File: config.mk
export PLATFORM = sky130hd
export DESIGN_NAME = hazard_unit
export DESIGN_NICKNAME = d
export VERILOG_FILES = /design/src/rtl/hazard_unit_pkg.sv /design/src/rtl/hazard_unit_div_seq.sv /design/src/rtl/hazard_unit.sv
export SDC_FILE = /design/constraint.sdc
export NUM_CORES = 1
export LEC_CHECK = 0
export ABC_AREA = 1
export CAP_MARGIN = 15
export CORE_ASPECT_RATIO = 1.4
export CORE_MARGIN = 2
export CORE_UTILIZATION = 53
export DETAILED_ROUTE_END_ITERATION = 7
export PLACE_DENSITY = 0.86
export SLEW_MARGIN = 20
export SYNTH_ARGS = -nofsm -noshare
export SYNTH_HDL_FRONTEND = slang
export SYNTH_HIERARCHICAL = 1
export SYNTH_SLANG_ARGS = --single-unit
File: constraint.sdc
create_clock -name clk -period 4.2 [get_ports clk]
set_input_delay 0.84 -clock clk [delete_from_list [all_inputs] [get_ports clk]]
set_output_delay 0.84 -clock clk [all_outputs]
set_load 0.005 [all_outputs]
File: src/rtl/hazard_unit_pkg.sv
`default_nettype none
// +----------------------------------------------------------------------+
// | hazard_unit_pkg: shared encodings for the MIPS pipeline hazard unit   |
// | Revision: 1.0                                                         |
// +----------------------------------------------------------------------+
package hazard_unit_pkg;

  localparam logic [1:0] FWD_RF = 2'b00;
  localparam logic [1:0] FWD_W  = 2'b01;
  localparam logic [1:0] FWD_M  = 2'b10;

  typedef enum logic [1:0] {
    DIV_IDLE = 2'b00,
    DIV_BUSY = 2'b01,
    DIV_DONE = 2'b10
  } div_state_e;

  // M-stage result is younger than W, so it takes priority; $0 is hardwired zero.
  function automatic logic [1:0] fwd_sel(input logic [4:0] src,
                                         input logic [4:0] wr_m, input logic we_m,
                                         input logic [4:0] wr_w, input logic we_w);
    if (src != 5'd0 && we_m && src == wr_m) return FWD_M;
    if (src != 5'd0 && we_w && src == wr_w) return FWD_W;
    return FWD_RF;
  endfunction

endpackage
`default_nettype wire

File: src/rtl/hazard_unit_div_seq.sv
`default_nettype none
// +----------------------------------------------------------------------+
// | hazard_unit_div_seq: holds E-stage for an iterative DIV/DIVU          |
// | Revision: 1.0                                                         |
// +----------------------------------------------------------------------+
module hazard_unit_div_seq
  import hazard_unit_pkg::*;
#(
  parameter int DIV_CYCLES = 32
) (
  input  logic clk,
  input  logic rst,
  input  logic div_e,
  output logic div_stall,
  output logic div_done,
  output logic div_busy
);

  localparam int CNT_BITS = (DIV_CYCLES > 2) ? $clog2(DIV_CYCLES) : 1;
  localparam logic [CNT_BITS-1:0] C_LOAD = CNT_BITS'(DIV_CYCLES - 2);

  div_state_e          state_q, state_d;
  logic [CNT_BITS-1:0] cnt_q, cnt_d;

  // BUSY lasts C_LOAD cycles, so trigger + BUSY + DONE spans exactly DIV_CYCLES.
  always_comb begin
    state_d = state_q;
    cnt_d   = cnt_q;
    case (state_q)
      DIV_IDLE: begin
        if (div_e) begin
          state_d = (C_LOAD == '0) ? DIV_DONE : DIV_BUSY;
          cnt_d   = C_LOAD;
        end
      end
      DIV_BUSY: begin
        cnt_d = cnt_q - 1'b1;
        if (cnt_q <= CNT_BITS'(1)) begin
          state_d = DIV_DONE;
          cnt_d   = '0;
        end
      end
      DIV_DONE: state_d = DIV_IDLE;
      default:  state_d = DIV_IDLE;
    endcase
  end

  always_ff @(posedge clk or negedge rst) begin
    if (!rst) begin
      state_q <= DIV_IDLE;
      cnt_q   <= '0;
    end else begin
      state_q <= state_d;
      cnt_q   <= cnt_d;
    end
  end

  assign div_stall = (state_q == DIV_IDLE && div_e) || (state_q == DIV_BUSY);
  assign div_done  = (state_q == DIV_DONE);
  assign div_busy  = (state_q != DIV_IDLE);

endmodule
`default_nettype wire

File: src/rtl/hazard_unit.sv
`default_nettype none
// +----------------------------------------------------------------------+
// | hazard_unit: stall, flush and bypass control for the 5-stage MIPS     |
// | Revision: 1.0                                                         |
// +----------------------------------------------------------------------+
module hazard_unit
  import hazard_unit_pkg::*;
#(
  parameter int DIV_CYCLES = 32,
  parameter int CNT_W      = 32
) (
  input  logic             clk,
  input  logic             rst,
  input  logic [4:0]       rsD,
  input  logic [4:0]       rtD,
  input  logic             branchD,
  input  logic [4:0]       rsE,
  input  logic [4:0]       rtE,
  input  logic [4:0]       writeregE,
  input  logic             regwriteE,
  input  logic             memtoregE,
  input  logic             divE,
  input  logic [4:0]       writeregM,
  input  logic             regwriteM,
  input  logic             memtoregM,
  input  logic [4:0]       writeregW,
  input  logic             regwriteW,
  output logic             stallF,
  output logic             stallD,
  output logic             stallE,
  output logic             flushE,
  output logic             flushM,
  output logic             forwardaD,
  output logic             forwardbD,
  output logic [1:0]       forwardaE,
  output logic [1:0]       forwardbE,
  output logic             divbusy,
  output logic             divdoneE,
  output logic [CNT_W-1:0] stallcnt
);

  logic w_lwstall, w_branchstall, w_divstall;
  logic w_e_hits_d, w_m_hits_d, w_stall_any;
  logic [CNT_W-1:0] stallcnt_q, stallcnt_d;

  assign forwardaE = fwd_sel(rsE, writeregM, regwriteM, writeregW, regwriteW);
  assign forwardbE = fwd_sel(rtE, writeregM, regwriteM, writeregW, regwriteW);
  assign forwardaD = (rsD != 5'd0) && regwriteM && (rsD == writeregM);
  assign forwardbD = (rtD != 5'd0) && regwriteM && (rtD == writeregM);

  assign w_e_hits_d = (writeregE != 5'd0) && (writeregE == rsD || writeregE == rtD);
  assign w_m_hits_d = (writeregM != 5'd0) && (writeregM == rsD || writeregM == rtD);

  assign w_lwstall     = memtoregE && w_e_hits_d;
  // Branches resolve in D, so an ALU result still in E or a load in M is too late.
  assign w_branchstall = branchD && ((regwriteE && w_e_hits_d) || (memtoregM && w_m_hits_d));

  hazard_unit_div_seq #(
    .DIV_CYCLES(DIV_CYCLES)
  ) u_div_seq (
    .clk      (clk),
    .rst      (rst),
    .div_e    (divE),
    .div_stall(w_divstall),
    .div_done (divdoneE),
    .div_busy (divbusy)
  );

  assign w_stall_any = w_lwstall || w_branchstall || w_divstall;
  assign stallF      = w_stall_any;
  assign stallD      = w_stall_any;
  assign stallE      = w_divstall;
  assign flushE      = (w_lwstall || w_branchstall) && !w_divstall;
  assign flushM      = w_divstall;

  always_comb begin
    stallcnt_d = stallcnt_q;
    if (w_stall_any && stallcnt_q != {CNT_W{1'b1}}) stallcnt_d = stallcnt_q + 1'b1;
  end

  always_ff @(posedge clk or negedge rst) begin
    if (!rst) stallcnt_q <= '0;
    else      stallcnt_q <= stallcnt_d;
  end

  assign stallcnt = stallcnt_q;

endmodule
`default_nettype wire

==> results of run 1 <==
## sequential cells by signal, indices dropped and copies added (netlist names)
name,cells
u_div_seq/cnt_q,5
u_div_seq/state_q,2
stallcnt,32
## routing by layer
layer | routed length [µm] | share of wire [%]
met1 | 3516 | 35
met2 | 5528 | 55
met3 | 398 | 4.0
met4 | 584 | 5.8
met5 | 0 | 0
## through the flow
stage	std cells	utilization, %	hold slack (ns)
floorplan	535	-	0.4910
global placement	684	68.68	0.5017
detailed placement	684	68.68	0.5269
CTS	692	70.06	0.5477
global route	692	70.06	0.5741
finish	692	70.06	0.5435
## cells by family (layout without fill, tap and decap cells)
logic type / Yosys count / count (layout)
DFF: 39 / 39
adders and majority gates: 3 / 3
and+or+nand+nor: 373 / 373
xor gates and xnor gates: 36 / 36
buffers and inverters: 70 / 155
AOI/OAI and AO/OA: 14 / 14
## critical path, cell delays in order
cell,delay (ns)
clkdlybuf4s50_1,0.56
inv_1,0.13
nand2_1,0.07
o21ai_0,0.10
nor2_1,0.11
nand4_1,0.08
nor3_1,0.28
clkdlybuf4s50_1,0.58
## layout by cell type, fill, tap and decap left out, drive strengths merged, types with 3 or more instances in the layout
cell type and n:
nand4 8, clkbuf 6, nor3 12, xor2 21, inv 58, clkdlybuf4s50 87
ha 3, xnor2 15, nand2 219, a21oi 4, dfrtp 39, nand3b 8
nand3 59, nor4 4, o21ai 3, nor2 63
## path summary, 6_finish.rpt
kind,slack (ns),to,startpoint
max,0.61,forwardbE[1],writeregM[3]
min,0.54,stallcnt[31],stallcnt[31]
max reg2reg,1.62,stallcnt[27],stallcnt[0]
min reg2reg,0.54,stallcnt[31],stallcnt[31]
max in group asynchronous,3.00,u_div_seq/cnt_q[1],rst
min in group asynchronous,0.65,stallcnt[13],rst
## cell type report
cell class,count,area [µm²],share of cell area (%)
Clock buffer,6,72.57,1.679
Clock inverter,2,12.51,0.2895
Inverter,58,222.7,5.153
Multi-Input combinational cell,426,2064,47.77
Sequential cell,39,975.9,22.58
Tap cell,72,90.09,2.085
Timing Repair Buffer,89,883.3,20.44
## power by group through the flow
| stage | clock network (mW) | logic, mW | registers (mW) |
|---|---|---|---|
| 5_1_grt | 0.275 | 0.743 | 0.542 |
| 3_5_place_dp | 0 | 0.659 | 0.536 |
| 6_report | 0.260 | 0.659 | 0.531 |
| 4_1_cts | 0.260 | 0.663 | 0.530 |
| 2_1_floorplan | 0 | 0.445 | 0.519 |
| 3_3_place_gp | 0 | 0.642 | 0.535 |
==> metrics, run 1 <==
status=finished clean; Worst Skew=0.005254 ns; met2 Use GR=between 50% and 60%; IO Pins=89; leading area contributor after synthesis=dfrtp_1; Die ar.=0.006975 mm²; fillers=577; CTS H-tree lvls=2; Final Cell Area=around 0.0043 mm²; FP Rows=34; area of the mapped netlist=about 0.0033 mm²; Worst EP arrival=between 2 and 3 ns; Worst Path Required=around 3.4 ns; first-iteration detailed-routing DRC count=251; Tot GR Track Use=about 30%; Reg power frac=between 30% and 40%; relative slew slack=about 42%; clock latency at the later pin of the worst-skew pair=0.30 ns; combinational share of power=45.5%; FFs w/ async S/R, synth=100.0%; Clock Path Buffers=2; hold_buf cts=0; antenna violations before repair=0; XOR/XNOR Fraction of Synth Area=9.421%; post-synthesis adder-cell area fraction=between 1 and 1.5%; die height=between 90 and 100 µm; Worst Max-Slew Pin Slew=around 0.86 ns; largest net degree at the start of global routing=40; FMAX=278.3 MHz; met1 usage=29.88%; layout overhead on the synthesized area=29.12%; RSZ-0062 raised after global routing=false; clock sink count=39; startpoint types=input port; vias in the first global route=between 3000 and 4000; compound-cell area share of the yosys netlist=2.766%; max-capacitance violation count=0; Seq/Total Area, Yosys=29.16%; final setup violation count=0; I/O Buffers=88; setup TNS=0 ns; CP Class=in2out; drt total wl=10030 µm; final worst slack=~0.61 ns; GPL Wtd Cong=slightly above 0.9; Switch Pwr=0.6099 mW; top cell type's share of synthesized area=between 20% and 30%; Via density=roughly 5.5; Worst Path Max Fanout=5; Vias=3772; Post-DP Area=0.004237 mm²; mux contribution to synthesized area=0%; diode count=0; P_int=~0.84 mW; Leak=around 2.1 nW; Tmin final=~3.6 ns; class of the worst hold path=reg2reg; most frequent cell after synthesis=nand2_1; Avg Cell Area, Syn=~6.3 µm²; setup bufs post-CTS=0; Worst Hold Depth=2; final hold vios=0; largest family of logic cells by synthesized area=simple AND/OR/NAND/NOR gates; TritonCTS buffer count=5; first-pass GRT wire length=about 17000 µm; cells on worst reg2reg path=10; post-synth cell types=32; Simple-Gate Fraction of Synth Area=48.37%; DRT Pass-1 Iters=5; root buffer cell=clkbuf_8; layout cells sized above 1=under 10%; EDFF count, synth=0; core area=~0.0062 mm²; Antenna Nets Post-Route=0; GRT met3 Usage=under 10%; Synth Register Bits=39; final net count=between 600 and 700; chip width=approximately 70 µm; Max rail drop VDD=~300 µV; PostCTS Resize Cnt=0; period utilization=85.54%; synth top area cells=dfrtp_1 29%, nand2_1 24%, nand3_1 8.4%; Initial Utilization=a little over half; Gate Count Post-Synth=535; P per Cell Area=about 340 mW/mm²; dpl ws=around 0.62 ns; TritonCTS clock tree=done; wire length per cell=around 14 µm; post-DP HPWL=~8000 µm; Slew Viols, Final=0; Most Crowded Layer GR=met2; commonest cells in the synthesized netlist=215 x nand2_1, 60 x nor2_1, 56 x nand3_1, 55 x inv_1, 39 x dfrtp_1; total chip power=between 1 and 1.5 mW; Clock transition at path regs=about 0.080 ns; DR DRC count=0; endpoint class of the critical path=output pin; yosys warns=6; Main synth FF type=dfrtp_1; clock share of power=between 10% and 20%; Sw Share=a little over two fifths; grt total ovfl=0; syn_nets=582
No activity file was read; power rests on OpenSTA's default activity.
==> inputs of run 2 (changes only) <==
--- a/config.mk
+++ b/config.mk
@@ -17,3 +17,4 @@
 export SYNTH_HDL_FRONTEND = slang
 export SYNTH_HIERARCHICAL = 1
 export SYNTH_SLANG_ARGS = --single-unit
+export TNS_END_PERCENT = 100
==> results of run 2 <==
Final layout, timing and power as in run 1 (identical DEF).
